===== src/rtl/line_cmd_sequencer.sv =====
// Line command sequencer: queues CPU line-draw commands and replays each one onto the line engine.
// Latency: push at edge t -> colour strobe at t+2, trigger at t+7 (t+6 on a colour-cache hit); all outputs registered.
// Backpressure: cmd_ready drops while the FIFO holds DEPTH commands; a command starts only when line_ready is high in IDLE.
//
// Ports:
//   clk, rst_n            CPU clock, asynchronous active-low reset
//   cmd_valid/cmd_ready   command handshake; cmd_x0/y0/x1/y1, cmd_color carry the command
//   flush                 discard queued commands that have not started yet
//   line_ready            line engine idle
//   line_color/point      data buses to the engine, qualified by the *_valid strobes and line_trigger
//   busy, pending, done   status: work outstanding, FIFO occupancy, one pulse per finished line
module line_cmd_sequencer #(
    parameter int DEPTH = 4,
    parameter int PW    = 10,
    parameter int CW    = 32
) (
    input  logic                   clk,
    input  logic                   rst_n,
    input  logic                   cmd_valid,
    output logic                   cmd_ready,
    input  logic [PW-1:0]          cmd_x0,
    input  logic [PW-1:0]          cmd_y0,
    input  logic [PW-1:0]          cmd_x1,
    input  logic [PW-1:0]          cmd_y1,
    input  logic [CW-1:0]          cmd_color,
    input  logic                   flush,
    input  logic                   line_ready,
    output logic [CW-1:0]          line_color,
    output logic [PW-1:0]          line_point,
    output logic                   line_color_valid,
    output logic                   line_x0_valid,
    output logic                   line_y0_valid,
    output logic                   line_x1_valid,
    output logic                   line_y1_valid,
    output logic                   line_trigger,
    output logic                   busy,
    output logic [$clog2(DEPTH):0] pending,
    output logic                   done
);

    localparam int AW = $clog2(DEPTH);
    localparam logic [AW:0] FULL = (AW+1)'(DEPTH);

    typedef struct packed {
        logic [CW-1:0] color;
        logic [PW-1:0] x0;
        logic [PW-1:0] y0;
        logic [PW-1:0] x1;
        logic [PW-1:0] y1;
    } cmd_t;

    typedef enum logic [3:0] {
        S_IDLE, S_COLOR, S_X0, S_Y0, S_X1, S_Y1, S_TRIG, S_ACK, S_DRAW
    } state_t;

    cmd_t          mem [DEPTH];
    cmd_t          cmd_in;
    cmd_t          head;
    cmd_t          work_q;
    logic [AW-1:0] wr_ptr;
    logic [AW-1:0] rd_ptr;
    logic [AW:0]   pending_nxt;
    logic          push;
    logic          pop;
    state_t        state;
    state_t        state_nxt;
    logic          cache_vld;
    logic [CW-1:0] cache_color;

    assign cmd_in = {cmd_color, cmd_x0, cmd_y0, cmd_x1, cmd_y1};
    assign head   = mem[rd_ptr];

    // cmd_ready is the registered "not full" flag, so a full FIFO never
    // accepts even when a pop happens in the same cycle. A push that
    // coincides with flush is dropped.
    assign push = cmd_valid & cmd_ready & ~flush;

    always_comb begin
        state_nxt = state;
        pop       = 1'b0;
        case (state)
            S_IDLE: begin
                if (pending != '0 && line_ready && !flush) begin
                    pop = 1'b1;
                    // Skip the colour strobe when the engine already holds this colour.
                    state_nxt = (cache_vld && cache_color == head.color) ? S_X0 : S_COLOR;
                end
            end
            S_COLOR: state_nxt = S_X0;
            S_X0:    state_nxt = S_Y0;
            S_Y0:    state_nxt = S_X1;
            S_X1:    state_nxt = S_Y1;
            S_Y1:    state_nxt = S_TRIG;
            S_TRIG:  state_nxt = S_ACK;
            // The engine lowers line_ready only one cycle after the trigger,
            // so ready is not trusted until DRAW.
            S_ACK:   state_nxt = S_DRAW;
            S_DRAW:  if (line_ready) state_nxt = S_IDLE;
            default: state_nxt = S_IDLE;
        endcase
    end

    always_comb begin
        pending_nxt = pending;
        if (flush) begin
            pending_nxt = '0;
        end else if (push && !pop) begin
            pending_nxt = pending + (AW+1)'(1);
        end else if (pop && !push) begin
            pending_nxt = pending - (AW+1)'(1);
        end
    end

    // FIFO storage carries no reset; occupancy is tracked by the pointers.
    always_ff @(posedge clk) begin
        if (push) begin
            mem[wr_ptr] <= cmd_in;
        end
    end

    always_ff @(posedge clk or negedge rst_n) begin
        if (!rst_n) begin
            state            <= S_IDLE;
            wr_ptr           <= '0;
            rd_ptr           <= '0;
            pending          <= '0;
            cmd_ready        <= 1'b0;
            busy             <= 1'b0;
            work_q           <= '0;
            cache_vld        <= 1'b0;
            cache_color      <= '0;
            line_color       <= '0;
            line_point       <= '0;
            line_color_valid <= 1'b0;
            line_x0_valid    <= 1'b0;
            line_y0_valid    <= 1'b0;
            line_x1_valid    <= 1'b0;
            line_y1_valid    <= 1'b0;
            line_trigger     <= 1'b0;
            done             <= 1'b0;
        end else begin
            state     <= state_nxt;
            pending   <= pending_nxt;
            cmd_ready <= (pending_nxt != FULL);
            busy      <= (state_nxt != S_IDLE) || (pending_nxt != '0);

            if (push) begin
                wr_ptr <= wr_ptr + AW'(1);
            end
            if (flush) begin
                rd_ptr <= wr_ptr;
            end else if (pop) begin
                rd_ptr <= rd_ptr + AW'(1);
                work_q <= head;
            end

            // Strobes follow the state by one register stage; the buses
            // only change alongside their strobe and hold otherwise.
            line_color_valid <= (state == S_COLOR);
            line_x0_valid    <= (state == S_X0);
            line_y0_valid    <= (state == S_Y0);
            line_x1_valid    <= (state == S_X1);
            line_y1_valid    <= (state == S_Y1);
            line_trigger     <= (state == S_TRIG);
            done             <= (state == S_DRAW) && line_ready;

            if (state == S_COLOR) begin
                line_color  <= work_q.color;
                cache_color <= work_q.color;
                cache_vld   <= 1'b1;
            end
            if (state == S_X0) line_point <= work_q.x0;
            if (state == S_Y0) line_point <= work_q.y0;
            if (state == S_X1) line_point <= work_q.x1;
            if (state == S_Y1) line_point <= work_q.y1;
        end
    end

endmodule


===== config.mk =====
export PLATFORM = sky130hd
export DESIGN_NAME = line_cmd_sequencer
export DESIGN_NICKNAME = d
export VERILOG_FILES = /design/src/rtl/line_cmd_sequencer.sv
export SDC_FILE = /design/constraint.sdc
export NUM_CORES = 1
export LEC_CHECK = 0
export CAP_MARGIN = 30
export CORE_AREA = 3 3 178 180
export CTS_CLUSTER_DIAMETER = 50
export DETAILED_ROUTE_END_ITERATION = 8
export DIE_AREA = 0 0 181 183
export GPL_ROUTABILITY_DRIVEN = 1
export PLACE_DENSITY = 0.84
export SYNTH_ARGS = -nofsm -noshare
export SYNTH_HDL_FRONTEND = slang
export SYNTH_SLANG_ARGS = --single-unit

===== constraint.sdc =====
create_clock -name clk -period 8.1 [get_ports clk]
set_input_delay 1.215 -clock clk [delete_from_list [all_inputs] [get_ports clk]]
set_output_delay 1.215 -clock clk [all_outputs]
set_load 0.005 [all_outputs]

* Word level (Yosys, flattened, before mapping) *
Memories as Yosys holds them, arrays and structs flattened.
Index checks and enable logic that the tools add are counted.

storage, ports and cells
  bits in registers = 135
  latch bits = 0
  RAM bits = 288
  memory bits (read-only) = 0
  input bits = 77
  output and inout bits = 54
  logic and storage cells = 73
  memories kept = 1

cells by class
  add/sub/neg operators = 4
  multiply operators = 0
  div/mod/pow operators = 0
  order comparisons = 0
  eq/ne operators = 10
  shift operators = 0
  multiplexer cells = 17
  bitwise gates (word level) = 3
  reductions and logical operators = 17

memory list
  memory  depth  bits a word  rd ports  clocked after memory_dff  write ports  RTL line  source
  mem     4      72           1         0                         1            56        cmd_t mem [DEPTH];

operators with widths
  kind                 count
  $mux 10              4
  $pmux 4 s9           1
  $eq 32x32->1         1
  $eq 4x3->1 const B   4
  $mux 3               3
  $eq 4x2->1 const B   2
  $mux 4               2
  $reduce_bool 4->1    2
  $logic_and 1x1->1    6
  $mux 2               3
  $reduce_bool 3->1    2
  $add 2x1->2 const B  2
  $eq 4x1->1 const B   1
  $eq 4x4->1 const B   1
  $logic_not 4->1      1
  $mux 1               4
  $add 3x1->3 const B  1
  $logic_not 1->1      3
  $ne 3x3->1 const B   1
  $sub 3x1->3 const B  1
  $and 1x1->1          2
  $reduce_and 2->1     1
  $reduce_bool 2->1    1
  $logic_or 1x1->1     1
  $not 1->1            1

* Longest topological paths before layout *
Gate-level depths: netlist of run 1.

  word-level depth = 11
  depth in mapped cells = 9
  depth with buffers taken out = 8

* Least setup slack after synthesis of run 1 *
No wires, ideal clock.

  path kind = input to register
  start point = input flush
  end point = memory mem[0][0] (netlist bit) (enable)
  arrival = 3.375 ns
  required time = 7.662 ns
  setup slack = 4.287 ns
  stages = 3
  path through = buf_2 nor2_1 and2_1

between the ends
  longest elaborated chain between the ends = 4

ends and longest elaborated chain
  what                          RTL line  source
  start: declaration            26        input logic flush,
  $not 1->1 (no source line)    -
  $and 1x1->1                   76        assign push = cmd_valid & cmd_ready & ~flush;
  $mux 1                        116       if (push) begin
  $mux 1 (not written as such)  117       mem[wr_ptr] <= cmd_in;
  end: declaration              56

No other way between the ends.

* Final worst setup path of run 1 *
  start point = input flush
  end point = register busy

between the ends
  longest elaborated chain between the ends = 10
  elaborated cells between the ends (all ways) = 18
  classes of those cells = mux (7); bitwise (2); reduce/logical (9)

ends and longest elaborated chain
  what                                                  RTL line  source
  $logic_not 1->1                                       83        if (pending != '0 && line_ready && !flush) begin
  $logic_and 1x1->1                                     83
  $mux 1                                                83
  $mux 1                                                81        case (state)
  $logic_and 1x1->1 or $logic_not 1->1 (tied branches)  109, 107
  $mux 3 or $logic_and 1x1->1 (tied branches)           109, 107
  $mux 3                                                107       end else if (push && !pop) begin
  $mux 3 *                                              105       if (flush) begin
  net pending_nxt[0]                                    62        logic [AW:0] pending_nxt;
  $reduce_bool 3->1 *                                   145       busy <= (state_nxt != S_IDLE) || (pending_nxt != '0);
  $logic_or 1x1->1 *                                    145
  end signal: assignment                                145
  end: declaration                                      36        output logic busy,

The timed path passes the listed nets; every way through them passes the cells marked *.
A chain may end at the register's enable or synchronous reset.

==> flow_metrics.env, run 1 <==
export IMPL_synth_most_common_cell="edfxtp_1"
export IMPL_slew_headroom_pct=33.42
export IMPL_gp_congestion=0.8125
export IMPL_via_per_inst=5.862
export IMPL_yosys_top_cells_count="edfxtp_1 (288), dfrtp_1 (135), mux2_2 (102), mux4_2 (61), nor2_1 (33)"
export IMPL_finalWorstSetupSlack_ns=4.732
export IMPL_worstSetupPathType="in2reg"
export IMPL_drtPass1Iterations=5
export IMPL_worst_pin_slew_ns=0.9987
export IMPL_worst_ep_required_time_ns=8.49
export IMPL_pre_cts_slack_ns=4.222
export IMPL_htree_levels=2
export IMPL_max_freq_mhz=296.9
export IMPL_rows=64
export IMPL_grt_max_degree=77
export IMPL_grt_pass1_vias=8929
export IMPL_reg2reg_from="rd_ptr[0]"
export IMPL_ys_warnings_count=0
export IMPL_multiInputGateArea_um2=4215
export IMPL_placed_cells=1380
export IMPL_setup_viol=0
export IMPL_fin_util_pct=64.79
export IMPL_grtUsageTotal_pct=20.37
export IMPL_power_density_nw_per_um2=358.3
export IMPL_routed_wl_um=33800
export IMPL_p_leak_uw=0.007015
export IMPL_cts_tree="yes"
export IMPL_dp_hpwl_um=20140
export IMPL_final_max_slew_viol_count=0
export IMPL_numPortBuffers=130
export IMPL_critPathLaunch="flush"
export IMPL_ant_nets=0
export IMPL_cts_clk_slew_worst_paths_ns=0.06
export IMPL_netlist_instances=883
export IMPL_synth_edf_count=288
export IMPL_yosysTopAreaCellShare_pct=52.52
export IMPL_clockBufferDepth=3
export IMPL_cts_resized=0
export IMPL_antenna_found_initial=3
export IMPL_cts_buffers=42
export IMPL_ys_seq_area_share_pct=73.04
export IMPL_fp_dieW_um=181
export IMPL_clock_sinks=423
export IMPL_syn_area_um2=16470
export IMPL_drv_cap=0
export IMPL_cts_setup_buffers=0
export IMPL_via_count=8553
export IMPL_status="complete, no violations"
export IMPL_async_flop_share_pct=31.91
export IMPL_fin_crit_sh_pct=41.59
export IMPL_synth_area_top_cells="edfxtp_1 (53%), dfrtp_1 (21%), mux4_2 (8.3%)"
export IMPL_skew_ns=0.01161
export IMPL_die_height_um=183
export IMPL_fill_cells=1943
export IMPL_drc=0
export IMPL_start_util_pct=54.25
export IMPL_drive_above_1_share_pct=24.01
export IMPL_syn_nets=967
export IMPL_critPathArrivalTime_ns=3.76
export IMPL_wl_per_cell_um=23.16
export IMPL_ys_flop_type="edfxtp_1"
export IMPL_synth_seq_cells=423
export IMPL_postCtsHoldBufs=0
export IMPL_gr_total_overflow=0
export IMPL_worstHoldStart="work_q[58]"
export IMPL_fin_nets=1112
export IMPL_die_area_um2=33120
export IMPL_ir_drop_mv=0.2096
export IMPL_start_kind="primary input"
export IMPL_hold_violations=0
export IMPL_drtIter0Drc=665
export IMPL_tns_ns=0
export IMPL_synth_distinct_cells=49
export IMPL_seq_area_um2=12030
export IMPL_min_period_ns=3.368
export IMPL_rsz0062_at_grt="false"
export IMPL_reg2reg_slack_ns=4.75
export IMPL_grt_pass1_wl_um=52140
export IMPL_syn_avg_cell_area_um2=18.65
export IMPL_cts_root_buf="clkbuf_16"
export IMPL_clock_latency_ns=0.52
export IMPL_yosysTopAreaCell="edfxtp_1"
export IMPL_cp_end_kind="register"
export IMPL_coreArea_um2=30350
export IMPL_boundaryPins=131
export IMPL_cp_max_fo=25
export IMPL_hold_path_class="reg2reg"
export IMPL_syn_to_final_growth_pct=19.42
export IMPL_stdcell_count=1459
==> per-layer routing <==
metal  vias up  GRT usage, %  wire length [um]
met2       342         34.40             17130
met1      4421         27.56             13530
met3        64         3.987              2291
li1       3722             -                 -
met5         -             0                27
met4         4         5.941               822
==> layout by cell type, fill, tap and decap left out, types with 6 or more instances in the layout <==
master           synthesis  layout
dfrtp_1                135     133
xor2_1                  12      12
ha_1                     7       7
mux2_2                 102     102
nand3_1                  6       6
clkbuf_16                0      45
xnor2_1                 21      21
inv_1                    9       9
mux2i_1                 32      32
o21ai_0                 18      18
a21oi_1                 24      24
a211oi_1                11      11
clkdlybuf4s50_1          0     129
edfxtp_1               288     288
buf_4                    5      13
nor2_1                  33      33
nand2_1                 21      21
clkbuf_1                17      11
mux4_2                  61      61
==> flip-flops by register name, indices dropped and copies added, names as in the netlist, 2 cells and up <==
name         flops
mem            288
work_q          72
cache_color     32
line_point      10
state            4
pending          3
rd_ptr           2
wr_ptr           2
==> final timing paths <==
path / to / cells past startpoint
max in group asynchronous: rd_ptr[1] / 2
min in group asynchronous: work_q[69] / 1
min: work_q[58] / 2
min reg2reg: work_q[58] / 2
max: busy / 6
max reg2reg: state[0] / 7
==> through the flow <==
| step | hold WS, ns | cell area [um2] | total power, uW |
|---|---|---|---|
| 3_5_place_dp | 0.4637 | 18210 | 5046 |
| 3_3_place_gp | 0.4517 | 18180 | 4954 |
| 4_1_cts | 0.4859 | 19660 | 7088 |
| 2_1_floorplan | 0.4396 | 16470 | 4319 |
| 5_1_grt | 0.5145 | 19660 | 7360 |
| 6_report | 0.4796 | 19660 | 7046 |
==> cells by family after synthesis <==
family	after synthesis	synth area share [%]
flops	423	73.04
mux	196	17.42
simple gates	97	2.933
compound gates	74	2.759
buf+inv	52	1.497
xor+xnor	33	1.755
fa+ha+maj	8	0.5927
==> where the power goes <==
part           internal [uW]  switching, uW  leakage, uW  total (uW)
combinational           1010            917      0.00202        1920
clock                   1220            780     0.000708        2000
sequential              2790            334      0.00429        3120
==> layout make-up <==
class                   instances  area share (%)
diodes                          1         0.01273
clock buffers                  61           6.287
clock inverters                17           1.114
inverters                       9          0.1718
multi-input cells             408           21.44
flip-flops and latches        423           61.20
well taps                     396           2.520
repair buffers                144           7.260
==> critical path, stage by stage <==
cell	delay (ns)
clkdlybuf4s50_1	0.57
nor2b_1	0.24
nand3_1	0.67
xnor2_1	0.46
nor2_1	0.08
or4b_1	0.52
No activity file was read; power rests on OpenSTA's default activity.
==> run 2: changes to the inputs <==
Clock period 8.1 ns to 3.4 ns, I/O delays scaled along.
==> flow_metrics.env, run 2 (same netlist as run 1, synthesis figures left out) <==
export IMPL_status="finished with violations"
export IMPL_failed_checks="negative hold slack"
export IMPL_fin_nets=1122
export IMPL_grt_pass1_wl_um=53200
export IMPL_hold_ws_ns=-0.02545
export IMPL_setup_viol=0
export IMPL_grtUsageTotal_pct=20.72
export IMPL_path_common_cell="a31oi_1"
export IMPL_ir_drop_mv=0.4550
export IMPL_power_density_nw_per_um2=847.1
export IMPL_numPortBuffers=130
export IMPL_drv_cap=0
export IMPL_die_height_um=183
export IMPL_coreArea_um2=30350
export IMPL_fill_cells=1966
export IMPL_cts_resized=0
export IMPL_wl_per_cell_um=23.21
export IMPL_clock_latency_ns=0.52
export IMPL_worst_ep_required_time_ns=3.79
export IMPL_via_per_inst=5.819
export IMPL_syn_to_final_growth_pct=20.33
export IMPL_ant_nets=0
export IMPL_start_util_pct=54.25
export IMPL_cts_clk_slew_worst_paths_ns=0.06
export IMPL_antenna_found_initial=1
export IMPL_path_cells="buf_4 -> mux2_2 -> a31oi_1 -> a21bo_2 -> nor4_1 -> and4bb_1 -> a31oi_1"
export IMPL_critPathTopFamily="flip-flops"
export IMPL_placed_cells=1391
export IMPL_gr_total_overflow=0
export IMPL_grt_max_degree=66
export IMPL_layout_common_cells="edfxtp_1 (288), dfrtp_1 (133), clkdlybuf4s50_1 (129)"
export IMPL_gp_congestion=0.7936
export IMPL_drtPass1Iterations=5
export IMPL_clockBufferDepth=3
export IMPL_start_kind="register"
export IMPL_crit_path_max_incr_delay_ns=0.75
export IMPL_critPathBufInv=1
export IMPL_rows=64
export IMPL_hold_violations=6
export IMPL_cp_end_kind="register"
export IMPL_fin_crit_sh_pct=80.68
export IMPL_max_freq_mhz=364.6
export IMPL_multiInputGateArea_um2=4215
export IMPL_worstSetupPathType="reg2reg"
export IMPL_largest_reg_flops=288
export IMPL_top_register="mem"
export IMPL_rsz0062_at_grt="false"
export IMPL_via_count=8542
export IMPL_skew_ns=0.01132
export IMPL_boundaryPins=131
export IMPL_slowest_stage="dfrtp_4"
export IMPL_worst_pin_slew_ns=0.7737
export IMPL_drtIter0Drc=666
export IMPL_min_period_ns=2.743
export IMPL_cts_setup_buffers=0
export IMPL_cts_root_buf="clkbuf_16"
export IMPL_cp_max_fo=31
export IMPL_top_regs="mem (288), work_q (72), cache_color (32)"
export IMPL_die_area_um2=33120
export IMPL_hold_path_class="in2async"
export IMPL_routed_wl_um=34070
export IMPL_dp_hpwl_um=20890
export IMPL_slew_headroom_pct=48.42
export IMPL_cts_tree="yes"
export IMPL_cts_buffers=41
export IMPL_tns_ns=0
export IMPL_stdcell_count=1468
export IMPL_p_leak_uw=0.007079
export IMPL_clock_sinks=423
export IMPL_drc=0
export IMPL_final_common_cell="edfxtp_1"
export IMPL_grt_pass1_vias=9182
export IMPL_postCtsHoldBufs=0
export IMPL_drive_above_1_share_pct=25.12
export IMPL_final_max_slew_viol_count=0
export IMPL_htree_levels=2
export IMPL_fp_dieW_um=181
export IMPL_seq_area_um2=12030
export IMPL_critPathArrivalTime_ns=3.13
-- run 2: changes by cell type in the layout (fill, tap and decap cells not counted), sizes merged --
cell	change
clkinv	+1
clkinvlp	+3
clkbuf	-8
buf	+11
inv	+2
-- run 2: worst paths after layout --
path | startpoint | end | slack (ns) | cells past startpoint
worst min register to register | work_q[65] | work_q[65] | 0.48 | 2
worst min-delay path | rst_n | cache_color[5] | -0.03 | 1
max in group asynchronous | rst_n | work_q[34] | 2.65 | 2
min in group clk | work_q[65] | work_q[65] | 0.48 | 2
worst max register to register | rd_ptr[1] | state[0] | 0.66 | 7
worst max-delay path | rd_ptr[1] | state[0] | 0.66 | 7
-- run 2: layer usage --
| layer | GRT usage (%) | up-vias | share of wire [%] |
|---|---|---|---|
| met5 | 0 | - | 0.059 |
| met4 | 6.063 | 2 | 2.0 |
| met3 | 3.709 | 54 | 6.0 |
| met2 | 34.20 | 292 | 50 |
| met1 | 28.96 | 4460 | 42 |
| li1 | - | 3734 | - |
-- run 2: power breakdown --
group          internal (uW)  switching [uW]  total [uW]
Combinational           2450            2130        4570
Sequential              6630             845        7480
Clock                   2850            1890        4730
-- run 2: area by class of cell --
| cell class | instances | share of cell area [%] |
|---|---|---|
| antenna | 1 | 0.01263 |
| clock inverter | 23 | 1.351 |
| clock buffer | 53 | 5.930 |
| sequential | 423 | 60.73 |
| multi-input combinational | 408 | 21.27 |
| timing repair buffer | 155 | 8.026 |
| tap | 396 | 2.501 |
| inverter | 9 | 0.1705 |
-- run 2: per-stage QoR --
step	worst slack [ns]	hold WS [ns]	utilization (%)	power [uW]	cell area, um2
finish	0.6570	-0.02545	65.29	16790	19810
global route	0.5497	0.007167	65.28	17570	19810
CTS	0.6675	0.007556	65.28	16900	19810
detailed placement	0.6678	0.4702	60.53	12090	18370
global placement	0.7304	0.4554	60.53	11900	18370
floorplan	0.2918	0.2144	-	10290	16470
==> run 3: changes to the inputs <==
Clock period 3.4 ns to 2.6 ns, I/O delays scaled along.
==> flow_metrics.env, run 3 (same netlist as run 1, synthesis figures left out) <==
export IMPL_max_freq_mhz=411.6
export IMPL_drtPass1Iterations=4
export IMPL_final_common_cell="edfxtp_1"
export IMPL_worstSetupPathType="reg2reg"
export IMPL_critPathArrivalTime_ns=2.83
export IMPL_drive_above_1_share_pct=25.76
export IMPL_worst_ep_required_time_ns=3.00
export IMPL_grt_max_degree=63
export IMPL_gr_total_overflow=0
export IMPL_layout_common_cells="edfxtp_1 (288), dfrtp_1 (133), clkdlybuf4s50_1 (129)"
export IMPL_ir_drop_mv=0.7229
export IMPL_fin_nets=1139
export IMPL_gp_congestion=0.8102
export IMPL_power_density_nw_per_um2=1101
export IMPL_numPortBuffers=130
export IMPL_reg2reg_slack_ns=0.17
export IMPL_htree_levels=2
export IMPL_cts_clk_slew_worst_paths_ns=0.06
export IMPL_p_leak_uw=0.007153
export IMPL_cp_end_kind="register"
export IMPL_drc=0
export IMPL_fill_cells=1938
export IMPL_path_cells="buf_12 -> buf_4 -> mux4_2 -> xor2_1 -> nor2_1 -> nand4_1 -> and4bb_1 -> a31oi_1"
export IMPL_postLayoutCellArea_um2=19960
export IMPL_coreArea_um2=30350
export IMPL_setup_viol=0
export IMPL_cts_tree="yes"
export IMPL_final_max_slew_viol_count=0
export IMPL_grt_pass1_vias=9388
export IMPL_tns_ns=0
export IMPL_antenna_found_initial=5
export IMPL_cp_max_fo=8
export IMPL_syn_to_final_growth_pct=21.23
export IMPL_via_count=8670
export IMPL_top_register="mem"
export IMPL_hold_violations=0
export IMPL_top_regs="mem (288), work_q (72), cache_color (32)"
export IMPL_clockBufferDepth=3
export IMPL_ant_nets=0
export IMPL_wl_per_cell_um=23.52
export IMPL_routed_wl_um=34930
export IMPL_place_area_um2=18530
export IMPL_clock_sinks=423
export IMPL_worst_pin_slew_ns=0.7256
export IMPL_start_util_pct=54.25
export IMPL_die_area_um2=33120
export IMPL_die_height_um=183
export IMPL_crit_path_max_incr_delay_ns=0.55
export IMPL_fin_crit_sh_pct=93.45
export IMPL_grtUsageTotal_pct=21.23
export IMPL_rsz0062_at_grt="false"
export IMPL_critPathTopFamily="simple AND/OR/NAND/NOR gates"
export IMPL_fp_dieW_um=181
export IMPL_hold_path_class="in2async"
export IMPL_slew_headroom_pct=51.62
export IMPL_skew_ns=0.01070
export IMPL_via_per_inst=5.838
export IMPL_dp_hpwl_um=21490
export IMPL_rows=64
export IMPL_start_kind="register"
export IMPL_grt_pass1_wl_um=54250
export IMPL_boundaryPins=131
export IMPL_min_period_ns=2.430
export IMPL_drv_cap=0
export IMPL_status="complete, no violations"
export IMPL_drtIter0Drc=633
export IMPL_critPathBufInv=2
export IMPL_cts_root_buf="clkbuf_16"
export IMPL_cts_buffers=42
export IMPL_largest_reg_flops=288
export IMPL_clock_latency_ns=0.53
export IMPL_slowest_stage="dfrtp_4"
[run 3: cell count changes in the layout (fill, tap and decap cells not counted), sizes merged, moves of 2 or more]
| cell | delta |
|---|---|
| buf | +15 |
| bufinv | -2 |
| clkbuf | +6 |
| clkinvlp | -3 |
| inv | -2 |
[run 3: layer usage]
metal / wire [um] / part of all wire (%) / vias up / track usage [%]
li1: - / - / 3778 / -
met1: 14390 / 41 / 4525 / 29.03
met2: 17490 / 50 / 295 / 35.01
met3: 2149 / 6.2 / 66 / 4.403
met4: 853 / 2.4 / 6 / 6.795
met5: 34 / 0.097 / - / 0
[run 3: stage by stage]
stage	hold slack [ns]	worst slack (ns)	std cells	util, %	total power (uW)
2_1_floorplan	0.09441	0.3905	883	-	13440
3_3_place_gp	0.3518	0.09980	1402	61.04	15720
3_5_place_dp	0.3568	0.03699	1402	61.04	15970
4_1_cts	0.3687	0.08061	1479	65.58	22010
5_1_grt	0.3773	0.07430	1485	65.77	23000
6_report	0.3427	0.1703	1485	65.77	21980
[run 3: timing repair]
action | in CTS | in global routing
cloned | 0 | 0
hold buffers | 1 | 0
buffers inserted | 0 | 4
endpoints found under the setup margin | 1 | 2
hold endpoints to repair | 44 | 0
gates resized for setup | 1 | 0
[run 3: cell type report]
type	count	area (um2)	area share, %
Antenna cell	2	5.005	0.02507
Clock buffer	59	1186	5.942
Clock inverter	17	172.7	0.8650
Inverter	9	33.78	0.1692
Multi-Input combinational cell	408	4222	21.15
Sequential cell	423	12030	60.29
Tap cell	396	495.5	2.482
Timing Repair Buffer	171	1813	9.082
[run 3: worst paths after layout]
check,from,end,cells past startpoint
worst max-delay path,rd_ptr[0],state[0],8
worst min-delay path,rst_n,cache_color[5],2
worst max register to register,rd_ptr[0],state[0],8
worst min register to register,work_q[61],work_q[61],2
max in group asynchronous,rst_n,done,3
min in group clk,work_q[61],work_q[61],2
[run 3: power breakdown]
| group | total, uW | switching, uW | internal, uW |
|---|---|---|---|
| combinational | 6370 | 2980 | 3390 |
| sequential | 9680 | 998 | 8680 |
| clock | 5940 | 2450 | 3490 |
